`src/rtl/activation_writeback_packer.sv`:
```
// activation_writeback_packer
//   Requantizes a stream of signed MAC accumulator results (rounding shift,
//   optional ReLU, saturation to DATA_WIDTH), packs four consecutive results
//   into one activation buffer word and writes the words to sequential
//   addresses starting at a programmed base.
//
// Ports
//   clk, rst            : clock, asynchronous active-high reset
//   start_i             : one-cycle job start (only honoured while idle)
//   base_addr_i         : first write address (latched on start)
//   word_count_i        : number of 4-lane words in the job (latched on start)
//   shift_i, relu_en_i  : requantization configuration (latched on start)
//   acc_valid_i/acc_data_i/acc_ready_o : accumulator result stream
//   buffer_wr_en_o/buffer_wr_addr_o/buffer_data_o : buffer write port
//   busy_o              : job in progress
//   done_o              : one-cycle pulse when the job finishes
module activation_writeback_packer #(
    parameter int DATA_WIDTH        = 7,
    parameter int MAC_ACC_WIDTH     = 48,
    parameter int BUFFER_ADDR_WIDTH = 15,
    parameter int SHIFT_WIDTH       = 6
) (
    input  logic                            clk,
    input  logic                            rst,
    input  logic                            start_i,
    input  logic [BUFFER_ADDR_WIDTH-1:0]    base_addr_i,
    input  logic [BUFFER_ADDR_WIDTH:0]      word_count_i,
    input  logic [SHIFT_WIDTH-1:0]          shift_i,
    input  logic                            relu_en_i,
    input  logic                            acc_valid_i,
    input  logic signed [MAC_ACC_WIDTH-1:0] acc_data_i,
    output logic                            acc_ready_o,
    output logic                            buffer_wr_en_o,
    output logic [BUFFER_ADDR_WIDTH-1:0]    buffer_wr_addr_o,
    output logic [DATA_WIDTH*4-1:0]         buffer_data_o,
    output logic                            busy_o,
    output logic                            done_o
);

    localparam int LANES  = 4;
    localparam int WORD_W = DATA_WIDTH * LANES;
    localparam int EXT_W  = MAC_ACC_WIDTH + 1;
    localparam int CNT_W  = BUFFER_ADDR_WIDTH + 1;

    localparam logic signed [EXT_W-1:0] SAT_MAX = EXT_W'((64'sd1 <<< (DATA_WIDTH - 1)) - 64'sd1);
    localparam logic signed [EXT_W-1:0] SAT_MIN = ~SAT_MAX;

    typedef enum logic [0:0] {
        ST_IDLE = 1'b0,
        ST_RUN  = 1'b1
    } state_t;

    // Rounding arithmetic shift, optional ReLU and saturation of one result.
    function automatic logic [DATA_WIDTH-1:0] requantize(
        input logic signed [MAC_ACC_WIDTH-1:0] acc,
        input logic [SHIFT_WIDTH-1:0]          shift,
        input logic                            relu_en
    );
        logic [SHIFT_WIDTH-1:0]  eff_shift;
        logic signed [EXT_W-1:0] ext;
        logic signed [EXT_W-1:0] rounded;
        logic signed [EXT_W-1:0] shifted;
        logic [DATA_WIDTH-1:0]   result;
        // Every shift >= MAC_ACC_WIDTH already rounds all inputs to 0, so
        // clamping it keeps the rounding constant inside EXT_W bits.
        if (int'(shift) > MAC_ACC_WIDTH) begin
            eff_shift = SHIFT_WIDTH'(MAC_ACC_WIDTH);
        end else begin
            eff_shift = shift;
        end
        ext = {acc[MAC_ACC_WIDTH-1], acc};
        if (eff_shift != '0) begin
            rounded = ext + (EXT_W'(1'b1) << (eff_shift - SHIFT_WIDTH'(1)));
        end else begin
            rounded = ext;
        end
        shifted = rounded >>> eff_shift;
        if (relu_en && shifted[EXT_W-1]) begin
            result = '0;
        end else if (shifted > SAT_MAX) begin
            result = SAT_MAX[DATA_WIDTH-1:0];
        end else if (shifted < SAT_MIN) begin
            result = SAT_MIN[DATA_WIDTH-1:0];
        end else begin
            result = shifted[DATA_WIDTH-1:0];
        end
        return result;
    endfunction

    state_t                                 state_q, state_d;
    logic [1:0]                             lane_q, lane_d;
    logic [BUFFER_ADDR_WIDTH-1:0]           addr_q, addr_d;
    logic [CNT_W-1:0]                       remaining_q, remaining_d;
    logic [SHIFT_WIDTH-1:0]                 shift_q, shift_d;
    logic                                   relu_q, relu_d;
    logic [LANES-2:0][DATA_WIDTH-1:0]       lanes_q, lanes_d;
    logic                                   wr_en_q, wr_en_d;
    logic [BUFFER_ADDR_WIDTH-1:0]           wr_addr_q, wr_addr_d;
    logic [WORD_W-1:0]                      data_q, data_d;
    logic                                   done_q, done_d;
    logic                                   accept_s;
    logic [DATA_WIDTH-1:0]                  lane_val_s;

    assign accept_s   = acc_valid_i && (state_q == ST_RUN);
    assign lane_val_s = requantize(acc_data_i, shift_q, relu_q);

    // Next-state logic: job start, lane filling and word emission.
    always_comb begin
        state_d     = state_q;
        lane_d      = lane_q;
        addr_d      = addr_q;
        remaining_d = remaining_q;
        shift_d     = shift_q;
        relu_d      = relu_q;
        lanes_d     = lanes_q;
        wr_en_d     = 1'b0;
        wr_addr_d   = wr_addr_q;
        data_d      = data_q;
        done_d      = 1'b0;
        case (state_q)
            ST_IDLE: begin
                if (start_i) begin
                    addr_d      = base_addr_i;
                    remaining_d = word_count_i;
                    shift_d     = shift_i;
                    relu_d      = relu_en_i;
                    lane_d      = 2'd0;
                    // An empty job completes immediately without running.
                    if (word_count_i == '0) begin
                        done_d  = 1'b1;
                        state_d = ST_IDLE;
                    end else begin
                        state_d = ST_RUN;
                    end
                end else begin
                    state_d = ST_IDLE;
                end
            end
            ST_RUN: begin
                if (accept_s) begin
                    lane_d = lane_q + 2'd1;
                    case (lane_q)
                        2'd0: lanes_d[0] = lane_val_s;
                        2'd1: lanes_d[1] = lane_val_s;
                        2'd2: lanes_d[2] = lane_val_s;
                        default: begin
                            // Fourth lane completes the word; it bypasses the
                            // lane register straight into the output word.
                            wr_en_d     = 1'b1;
                            wr_addr_d   = addr_q;
                            data_d      = {lane_val_s, lanes_q};
                            addr_d      = addr_q + BUFFER_ADDR_WIDTH'(1);
                            remaining_d = remaining_q - CNT_W'(1);
                            if (remaining_q == CNT_W'(1)) begin
                                done_d  = 1'b1;
                                state_d = ST_IDLE;
                            end else begin
                                state_d = ST_RUN;
                            end
                        end
                    endcase
                end else begin
                    state_d = ST_RUN;
                end
            end
            default: begin
                state_d = ST_IDLE;
            end
        endcase
    end

    // State and output registers.
    always_ff @(posedge clk or posedge rst) begin
        if (rst) begin
            state_q     <= ST_IDLE;
            lane_q      <= 2'd0;
            addr_q      <= '0;
            remaining_q <= '0;
            shift_q     <= '0;
            relu_q      <= 1'b0;
            lanes_q     <= '0;
            wr_en_q     <= 1'b0;
            wr_addr_q   <= '0;
            data_q      <= '0;
            done_q      <= 1'b0;
        end else begin
            state_q     <= state_d;
            lane_q      <= lane_d;
            addr_q      <= addr_d;
            remaining_q <= remaining_d;
            shift_q     <= shift_d;
            relu_q      <= relu_d;
            lanes_q     <= lanes_d;
            wr_en_q     <= wr_en_d;
            wr_addr_q   <= wr_addr_d;
            data_q      <= data_d;
            done_q      <= done_d;
        end
    end

    assign acc_ready_o      = (state_q == ST_RUN);
    assign busy_o           = (state_q == ST_RUN);
    assign buffer_wr_en_o   = wr_en_q;
    assign buffer_wr_addr_o = wr_addr_q;
    assign buffer_data_o    = data_q;
    assign done_o           = done_q;

endmodule
```
`config.mk`:
```
export PLATFORM = sky130hd
export DESIGN_NAME = activation_writeback_packer
export DESIGN_NICKNAME = d
export VERILOG_FILES = /design/src/rtl/activation_writeback_packer.sv
export SDC_FILE = /design/constraint.sdc
export NUM_CORES = 1
export LEC_CHECK = 0
export CELL_PAD_IN_SITES_DETAIL_PLACEMENT = 1
export CELL_PAD_IN_SITES_GLOBAL_PLACEMENT = 2
export CORE_UTILIZATION = 40
export CTS_CLUSTER_DIAMETER = 50
export DETAILED_ROUTE_END_ITERATION = 6
export DONT_BUFFER_PORTS = 1
export GPL_TIMING_DRIVEN = 0
export HOLD_SLACK_MARGIN = 0.03
export PLACE_DENSITY = 0.95
export SYNTH_ARGS = -nofsm -noshare
export SYNTH_HDL_FRONTEND = slang
export SYNTH_SLANG_ARGS = --single-unit
```
`constraint.sdc`:
```
create_clock -name clk -period 12.1 [get_ports clk]
set_input_delay 2.42 -clock clk [delete_from_list [all_inputs] [get_ports clk]]
set_output_delay 2.42 -clock clk [all_outputs]
set_load 0.01 [all_outputs]
```
Word-level counts from Yosys, hierarchy flattened. Index checks and enable logic that the tools add are counted.

Bits in registers: 107. Input port bits: 90. Output and inout port bits: 47. Logic and storage cells: 75.

Bitwise operators: 2. Add/subtract/negate cells: 5. Shift operators: 2. Reduce and logical (&&, ||, !) cells: 13. Order comparisons: 3. Eq/ne operators: 6. Muxes and demuxes: 31.

Operator list (number): 49-bit adder (1); 49-bit by 7-bit greater-than comparator with 1-bit output, second input constant (1); 49-bit by 7-bit less-than comparator with 1-bit output, second input constant (1); 49-bit two-way mux (1); 1-bit by 6-bit << shifter with 49-bit output, first input constant (1); 49-bit by 6-bit >>> shifter with 49-bit output (1); 16-bit two-way mux (3); 15-bit two-way mux (3); 16-bit case mux with 2 select lines (1); 15-bit case mux with 2 select lines (1); 7-bit two-way mux (3); 16-bit by 1-bit == test with 1-bit output, second input constant (1); 16-bit logical NOT (1); 16-bit by 1-bit subtractor with 16-bit output, second input constant (1); 15-bit by 1-bit adder with 15-bit output, second input constant (1); 3-bit AND reduction (5); 1-bit two-way mux (13); 6-bit greater-than comparator, second input constant (1); 6-bit two-way mux (1); 6-bit nonzero test (1); 6-bit by 1-bit subtractor with 6-bit output, second input constant (1); 2-bit two-way mux (2); 2-bit != test, second input constant (2); 1-bit case mux with 2 select lines (2); 10 further kinds (13).

Depth between registers and ports, before layout. Gate-level depths: netlist of the first run.

Depth after elaboration: 11. Depth in mapped cells: 29. Depth with buffers taken out: 22.

Worst setup path before layout of the first run. Ideal clock, no wire load.

Path type: input-to-reg. From: input port acc_data_i[0]. To: register data_q[21] (netlist: buffer_data_o[21]). Stages: 19. Path slack: 5.238 ns. Data required time: 11.958 ns. Library setup time: 0.142 ns. Buffers on the path: 1. Arrival: 6.720 ns. Cells stage by stage: ha_1 > inv_1 > fa_1 > nand2b_1 > a21oi_2 > o21ai_2 > a21oi_1 > o211ai_1 > mux2i_1 > nor4_1 > o32ai_1 > nor3_1 > and4_1 > or4_1 > or4_1 > nor4_2 > a21o_2 > buf_6 > a31oi_1.

Word-level cells in the longest chain between the ends: 7. Elaborated cells on any way between the ends: 9. Classes of those cells: 1 x add/sub; 2 x order compare; 1 x shift; 4 x mux; 1 x reduce/logical.

Ends and longest elaborated chain: from (decl) (line 31) `input logic signed [MAC_ACC_WIDTH-1:0] acc_data_i,`; 49-bit adder (line 73) `rounded = ext + (EXT_W'(1'b1) << (eff_shift - SHIFT_WIDTH'(1)));`; 49-bit two-way mux * (line 72) `if (eff_shift != '0) begin`; 49-bit by 6-bit >>> shifter with 49-bit output * (line 77) `shifted = rounded >>> eff_shift;`; 49-bit by 7-bit less-than comparator with 1-bit output (line 82) `end else if (shifted < SAT_MIN) begin`; 7-bit two-way mux (line 82); 7-bit two-way mux (line 80) `end else if (shifted > SAT_MAX) begin`; 7-bit two-way mux * (line 78) `if (relu_en && shifted[EXT_W-1]) begin`; to (signal assigned) (line 196) `data_q <= data_d;`; to (decl) (line 99) `logic [WORD_W-1:0] data_q, data_d;`.

Every way passes the cells marked *; elsewhere a longest branch is shown, timed or not. A chain may end at the register's enable or synchronous reset.

Worst setup path after layout of the first run.
From: register shift_q[5]. To: register lanes_q[12] (netlist name).

Word-level cells in the longest chain between the ends: 11. Elaborated cells on any way between the ends: 14. Classes of those cells: 2 x add/sub; 3 x order compare; 2 x shift; 5 x mux; 2 x reduce/logical.

Ends and longest elaborated chain: from (decl) (line 94) `logic [SHIFT_WIDTH-1:0] shift_q, shift_d;`; from (signal assigned) (line 191) `shift_q <= shift_d;`; 6-bit greater-than comparator (line 66) `if (int'(shift) > MAC_ACC_WIDTH) begin`; 6-bit two-way mux * (line 66); 6-bit by 1-bit subtractor with 6-bit output (line 73); 1-bit by 6-bit << shifter with 49-bit output (line 73); 49-bit adder (line 73); 49-bit two-way mux (line 72); 49-bit by 6-bit >>> shifter with 49-bit output * (line 77); 49-bit by 7-bit less-than comparator with 1-bit output (line 82); 7-bit two-way mux (line 82); 7-bit two-way mux (line 80); 7-bit two-way mux * (line 78); to (signal assigned) (line 193) `lanes_q <= lanes_d;`; to (decl) (line 96) `logic [LANES-2:0][DATA_WIDTH-1:0] lanes_q, lanes_d;`.

Marks and branches as above.

==> flow_summary.ini, run 1 <==
[routing]
met2_length_mm = 38.9
wl_per_cell_um = 33.7
routed_via_density = 7.41
drc_errors = 0
top_layer = met5
drt_iter0_markers = 2727
dr.pass1.iters = 6
postRouteAntennaNets = 0
vias = 21000
wirelength_met1_mm = 37.0
wl_met3_mm = 12.0
routed_wl_mm = 95.3

[logic_synthesis]
yosys_warnings = 0
yosysMostFrequentCell = nand2_1
syn_avg_cell_area_um2 = 6.71
synth_edf_count = 0
synth_common_cells = nand2_1 (368), nor2_1 (283), a21oi_1 (195)
synth_mux_area_share_pct = 2.71
synth-xor-area-share_pct = 1.75
synth_fa_ha_area_share_pct = 4.59
synth_flop_cell = dfrtp_1
synth_top_family_by_area = compound AO/OA/AOI/OAI gates
synth-seq-cells = 107
yosys.area_share.simple_pct = 31.6
syn-num-nets = 2445
syn_area_mm2 = 0.0154
synth_cell_type_count = 104
yosys-top-cells-area = dfrtp_1 (17%), nand2_1 (9.0%), nor2_1 (6.9%), a21oi_1 (6.3%), o21ai_0 (4.6%)
synth_top_area_cell = dfrtp_1
ys_seq_area_share_pct = 17.4
synth_compound_area_share_pct = 36.5
synth_top_area_share_pct = 17.4
ys_async_sr_fraction_pct = 100
synthCells = 2299

[global_routing]
grt_pass1_vias = 20200
grt_max_degree = 63
grt_usage_pct = 47.5
grt_pass1_wl_mm = 137
antenna_found_initial = 5
grt-ovfl-total = 0

[power_and_ir_drop]
power_frac_clock_pct = 8.3
vdd_drop_max_v = 0.0000856
power_w = 0.00396
switching_share_pct = 63.2
power_frac_comb_pct = 73.8
p_per_area_mw_per_mm2 = 241
p_switching_w = 0.00250
leakage_nw = 6.28
seq_power_share_pct = 17.8
intPower_w = 0.00146

[clock_tree]
cts_tree = yes
cts_max_level = 3
cts_inserted_buffers = 9
clock-sinks = 107
worstSkewPairLatency_ps = 370
cts_setup_buffers = 0
clock-root-buffer = clkbuf_16
postCtsResizedCells = 0
hold_buffers = 0
cts.clk_slew.worst_paths_ps = 90
clock_path_buffers = 2

[setup_path]
max_stage_delay_ps = 1030
worst-path-stages = 26
worst_setup_path_start_kind = flip-flop
path_class = reg -> reg
end_kind = flip-flop
crit_slowest_cell = o221ai_1
critical_path_arrival_ps = 12030
cp.required_ps = 12340
critical_path_buf_inv_count = 6
r2r_cells = 26
path_max_fanout = 10
crit_family = compound AO/OA/AOI/OAI gates

[placement]
io_buffers = 0
dp_cells = 2812
post-place-ws_ps = 1700
hpwl_mm = 75.5
gp_congestion = 1.12

[sta]
slew_viol_final = 12
slew_headroom_pct = -2.27
worst_pin_slew_ps = 1520
finalSetupViolCount = 0
clock_skew_ps = 10.3
setup_tns_ps = 0
rsz0062_at_grt = no
hold_violations = 0
max_freq_mhz = 84.8
fin_crit_sh_pct = 97.4
layout_setup_ws_ps = 311
fin_crit_ps = 11790

[status]
violations = max-capacitance violations, max-slew violations
outcome = finished, violations left

[worst_hold_path]
min_path_type = reg -> reg
hold_path_depth = 2

[die]
dieArea_mm2 = 0.0394
dieHeight_um = 198
placementRows = 71
io-pin-count = 137
start_util_pct = 40.8
core_area_mm2 = 0.0378
die_w_um = 198

[run]
cap_viol_max_count = 2

[final_layout]
final_util_pct = 43.5
final_nets = 2458
final_cells = 2832
drive_above_1_share_pct = 6.30
area_growth_syn_to_layout_pct = 6.57
cell usage in the layout, fill, tap and decap left out, types with 19 or more instances in the layout:
cell,Yosys,layout
or3_1,25,25
clkbuf_1,98,98
a211oi_1,67,67
ha_1,55,55
nand3_1,64,64
mux2i_1,26,26
nor2_1,283,283
nor4_1,33,33
buf_1,22,22
o211ai_1,47,47
a21oi_1,195,195
nand2_1,368,368
o31ai_1,19,19
a31oi_1,32,32
inv_1,26,25
a21o_1,28,28
a22oi_1,22,22
and2_1,26,26
o21ai_0,141,141
o22ai_1,28,28
buf_2,45,46
nand4_1,51,51
dfrtp_1,107,107
nor3_1,76,76
worst min-delay path: cells and delay by family, from the launching register on:
kind / cells / cell delay [ps]
flops: 1 / 350
simple gates: 2 / 100
cell families (layout without fill, tap and decap cells):
group | Yosys count | in the layout
and+or+nand+nor | 1044 | 1044
adders and majority gates | 56 | 56
DFF | 107 | 107
xor gates and xnor gates | 30 | 30
buffers and inverters | 200 | 218
other | 0 | 4
muxes | 37 | 37
AOI/OAI and AO/OA | 825 | 825
cell type report:
class / count / area [um2]
timing repair buffer: 2 / 32.5
clock inverter: 7 / 103
clock buffer: 9 / 225
antenna: 4 / 10.0
inverter: 28 / 108
tap: 511 / 639
buffer: 172 / 736
multi-input combinational: 1992 / 11900
fill: 4990 / 21400
sequential: 107 / 2680
power groups by stage:
| stage | registers (W) | clock network [W] | logic [W] |
|---|---|---|---|
| after floorplan | 0.000652 | 0 | 0.00165 |
| after detailed placement | 0.000707 | 0 | 0.00269 |
| after global routing | 0.000726 | 0.000344 | 0.00298 |
| final | 0.000706 | 0.000329 | 0.00292 |
| after global placement | 0.000695 | 0 | 0.00267 |
| after CTS | 0.000702 | 0.000329 | 0.00271 |
state kept, by name (all words and copies together), names as in the netlist:
register	cells
acc_ready_o	1
lane_q	2
buffer_data_o	28
buffer_wr_en_o	1
lanes_q	21
buffer_wr_addr_o	15
remaining_q	16
relu_q	1
shift_q	6
addr_q	15
done_o	1
per-stage QoR:
stage          hold slack (ps)  cell area (um2)
4_1_cts                    486            16400
6_report                   485            16400
3_5_place_dp               468            16100
5_1_grt                    509            16400
3_3_place_gp               450            16100
2_1_floorplan              439            15400
path summary, 6_finish.rpt:
path | slack, ps | to | start
min in group asynchronous | 1980 | lanes_q[0] | rst
hold reg to reg | 480 | buffer_data_o[5] | lanes_q[5]
hold / removal | 480 | buffer_data_o[5] | lanes_q[5]
setup / recovery | 310 | lanes_q[12] | shift_q[5]
setup reg to reg | 310 | lanes_q[12] | shift_q[5]
max in group asynchronous | 9370 | remaining_q[9] | rst
routing by layer:
metal | track usage [%] | up-vias
met5 | 0 | -
met4 | 29.1 | 4
met3 | 15.1 | 425
met2 | 68.9 | 1517
met1 | 60.9 | 10300
li1 | - | 8728
No activity file was read; power rests on OpenSTA's default activity.
==> run 2, diff against run 1 <==
- CORE_UTILIZATION: 40 -> 36
- DONT_BUFFER_PORTS: 1 -> default
- PLACE_DENSITY: 0.95 -> default
- PLACE_DENSITY_LB_ADDON: default -> 0.1
==> flow_summary.ini, run 2 (same netlist as run 1, synthesis figures left out) <==
[final_layout]
final_common_cell = nand2_1
final_util_pct = 42.4
multi_input_comb_area_mm2 = 0.0119
area_growth_syn_to_layout_pct = 15.8
n_fill_cell = 5500
layout_common_cells = nand2_1 (368), nor2_1 (283), a21oi_1 (195)
seqCellArea_mm2 = 0.00268
largest_reg_flops = 28
antenna_cells = 0
final_nets = 2594
drive_above_1_share_pct = 6.07

[sta]
hold_violations = 0
finalSetupViolCount = 0
slew_headroom_pct = 4.66
fin_crit_ps = 11530
worst_pin_slew_ps = 1430
clock_skew_ps = 11.1
slew_viol_final = 0
rsz0062_at_grt = no
fin_crit_sh_pct = 95.3
setup_tns_ps = 0
max_freq_mhz = 86.7

[setup_path]
critical_path_arrival_ps = 11780
path_max_fanout = 10
r2r_slack_ps = 570
crit_slowest_cell = nor4_1
worst_setup_path_start_kind = flip-flop
path_class = reg -> reg
critical_path_buf_inv_count = 6
max_stage_delay_ps = 1110
r2r_cells = 26
r2r_end = lanes_q[19]
cp.required_ps = 12350
crit_family = compound AO/OA/AOI/OAI gates
end_kind = flip-flop
crit_start = shift_q[5]
r2r_start = shift_q[5]

[power_and_ir_drop]
switching_share_pct = 61.3
power_frac_comb_pct = 76.0
leakage_nw = 6.81
power_frac_clock_pct = 8.2
seq_power_share_pct = 15.9
intPower_w = 0.00161
p_per_area_mw_per_mm2 = 233
vdd_drop_max_v = 0.0000993
p_switching_w = 0.00255

[die]
dieArea_mm2 = 0.0437
die_w_um = 209
io-pin-count = 137
core_area_mm2 = 0.0421
start_util_pct = 36.6
dieHeight_um = 209
placementRows = 75

[clock_tree]
clock_path_buffers = 2
clock-sinks = 107
worstSkewPairLatency_ps = 380
postCtsResizedCells = 0
hold_buffers = 0
cts_max_level = 3
cts.clk_slew.worst_paths_ps = 80
cts_inserted_buffers = 9
cts_setup_buffers = 0
cts_tree = yes
clock-root-buffer = clkbuf_16

[worst_hold_path]
holdPathEnd = buffer_data_o[0]
min_path_type = reg -> reg
min_from = lanes_q[0]
hold_path_depth = 2

[global_routing]
grt_usage_pct = 43.9
grt-ovfl-total = 0
antenna_found_initial = 2
grt_pass1_vias = 20800
grt_pass1_wl_mm = 142
grt_max_degree = 60

[routing]
drt_iter0_markers = 2709
dr.pass1.iters = 6
routed_via_density = 7.14
wl_per_cell_um = 32.8
vias = 21400
routed_wl_mm = 98.3
postRouteAntennaNets = 0
drc_errors = 0

[run]
cap_viol_max_count = 0

[placement]
hpwl_mm = 79.4
gp_congestion = 1.08
io_buffers = 136

[status]
outcome = finished, final reports clean
[run 2: cell count changes in the layout (fill, tap and decap cells not counted), moves of 2 or more]
cell,before,now
clkdlybuf4s50_1,0,136
diode_2,4,0
inv_6,2,0
nor4_1,33,30
nor4_2,2,5
[run 2: worst max path at each step]
stage,to,slack (ps),depth (start not counted)
5_1_grt,lanes_q[19],590,26
3_5_place_dp,lanes_q[1],1480,26
6_report,lanes_q[19],570,26
4_1_cts,lanes_q[19],1330,26
2_1_floorplan,buffer_data_o[21],5240,19
3_3_place_gp,buffer_data_o[22],1590,26
[run 2: final cells by class]
type                            count  area share, %
Clock inverter                      7          0.623
Inverter                           28          0.602
Clock buffer                        9           1.26
Timing Repair Buffer              138           7.83
Buffer                            172           4.12
Multi-Input combinational cell   1992           66.8
Sequential cell                   107           15.0
Tap cell                          539           3.78
[run 2: metal layers]
layer  vias to the layer above  wire length (um)  part of all wire [%]  track usage [%]
met1                     10600             39900                    41             58.3
met3                       351             11100                    11             11.0
met2                      1435             40700                    41             64.6
met4                         0              6570                   6.7             24.9
met5                         -                 0                     0                0
li1                       8997                 -                     -                -
[run 2: stage by stage]
step	hold WS, ps	area (um2)	std cells	worst slack (ps)	total power (W)
after floorplan	439	15400	2299	5240	0.00230
after global placement	457	17500	2974	1590	0.00359
final	476	17900	2992	570	0.00416
after global routing	487	17900	2992	595	0.00426
after CTS	477	17900	2992	1330	0.00398
after detailed placement	465	17500	2976	1480	0.00362
[run 2: power by group through the flow]
stage,Clock (W),Combinational [W],Sequential (W)
after floorplan,0,0.00165,0.000652
after global placement,0,0.00293,0.000651
after detailed placement,0,0.00296,0.000662
after CTS,0.000343,0.00298,0.000657
after global routing,0.000356,0.00323,0.000679
final,0.000339,0.00316,0.000661
[run 2: worst min-delay path, stage by stage, from the launching register on]
cell,delay (ps)
dfrtp_1,350
nand2_1,50
nand2_1,50
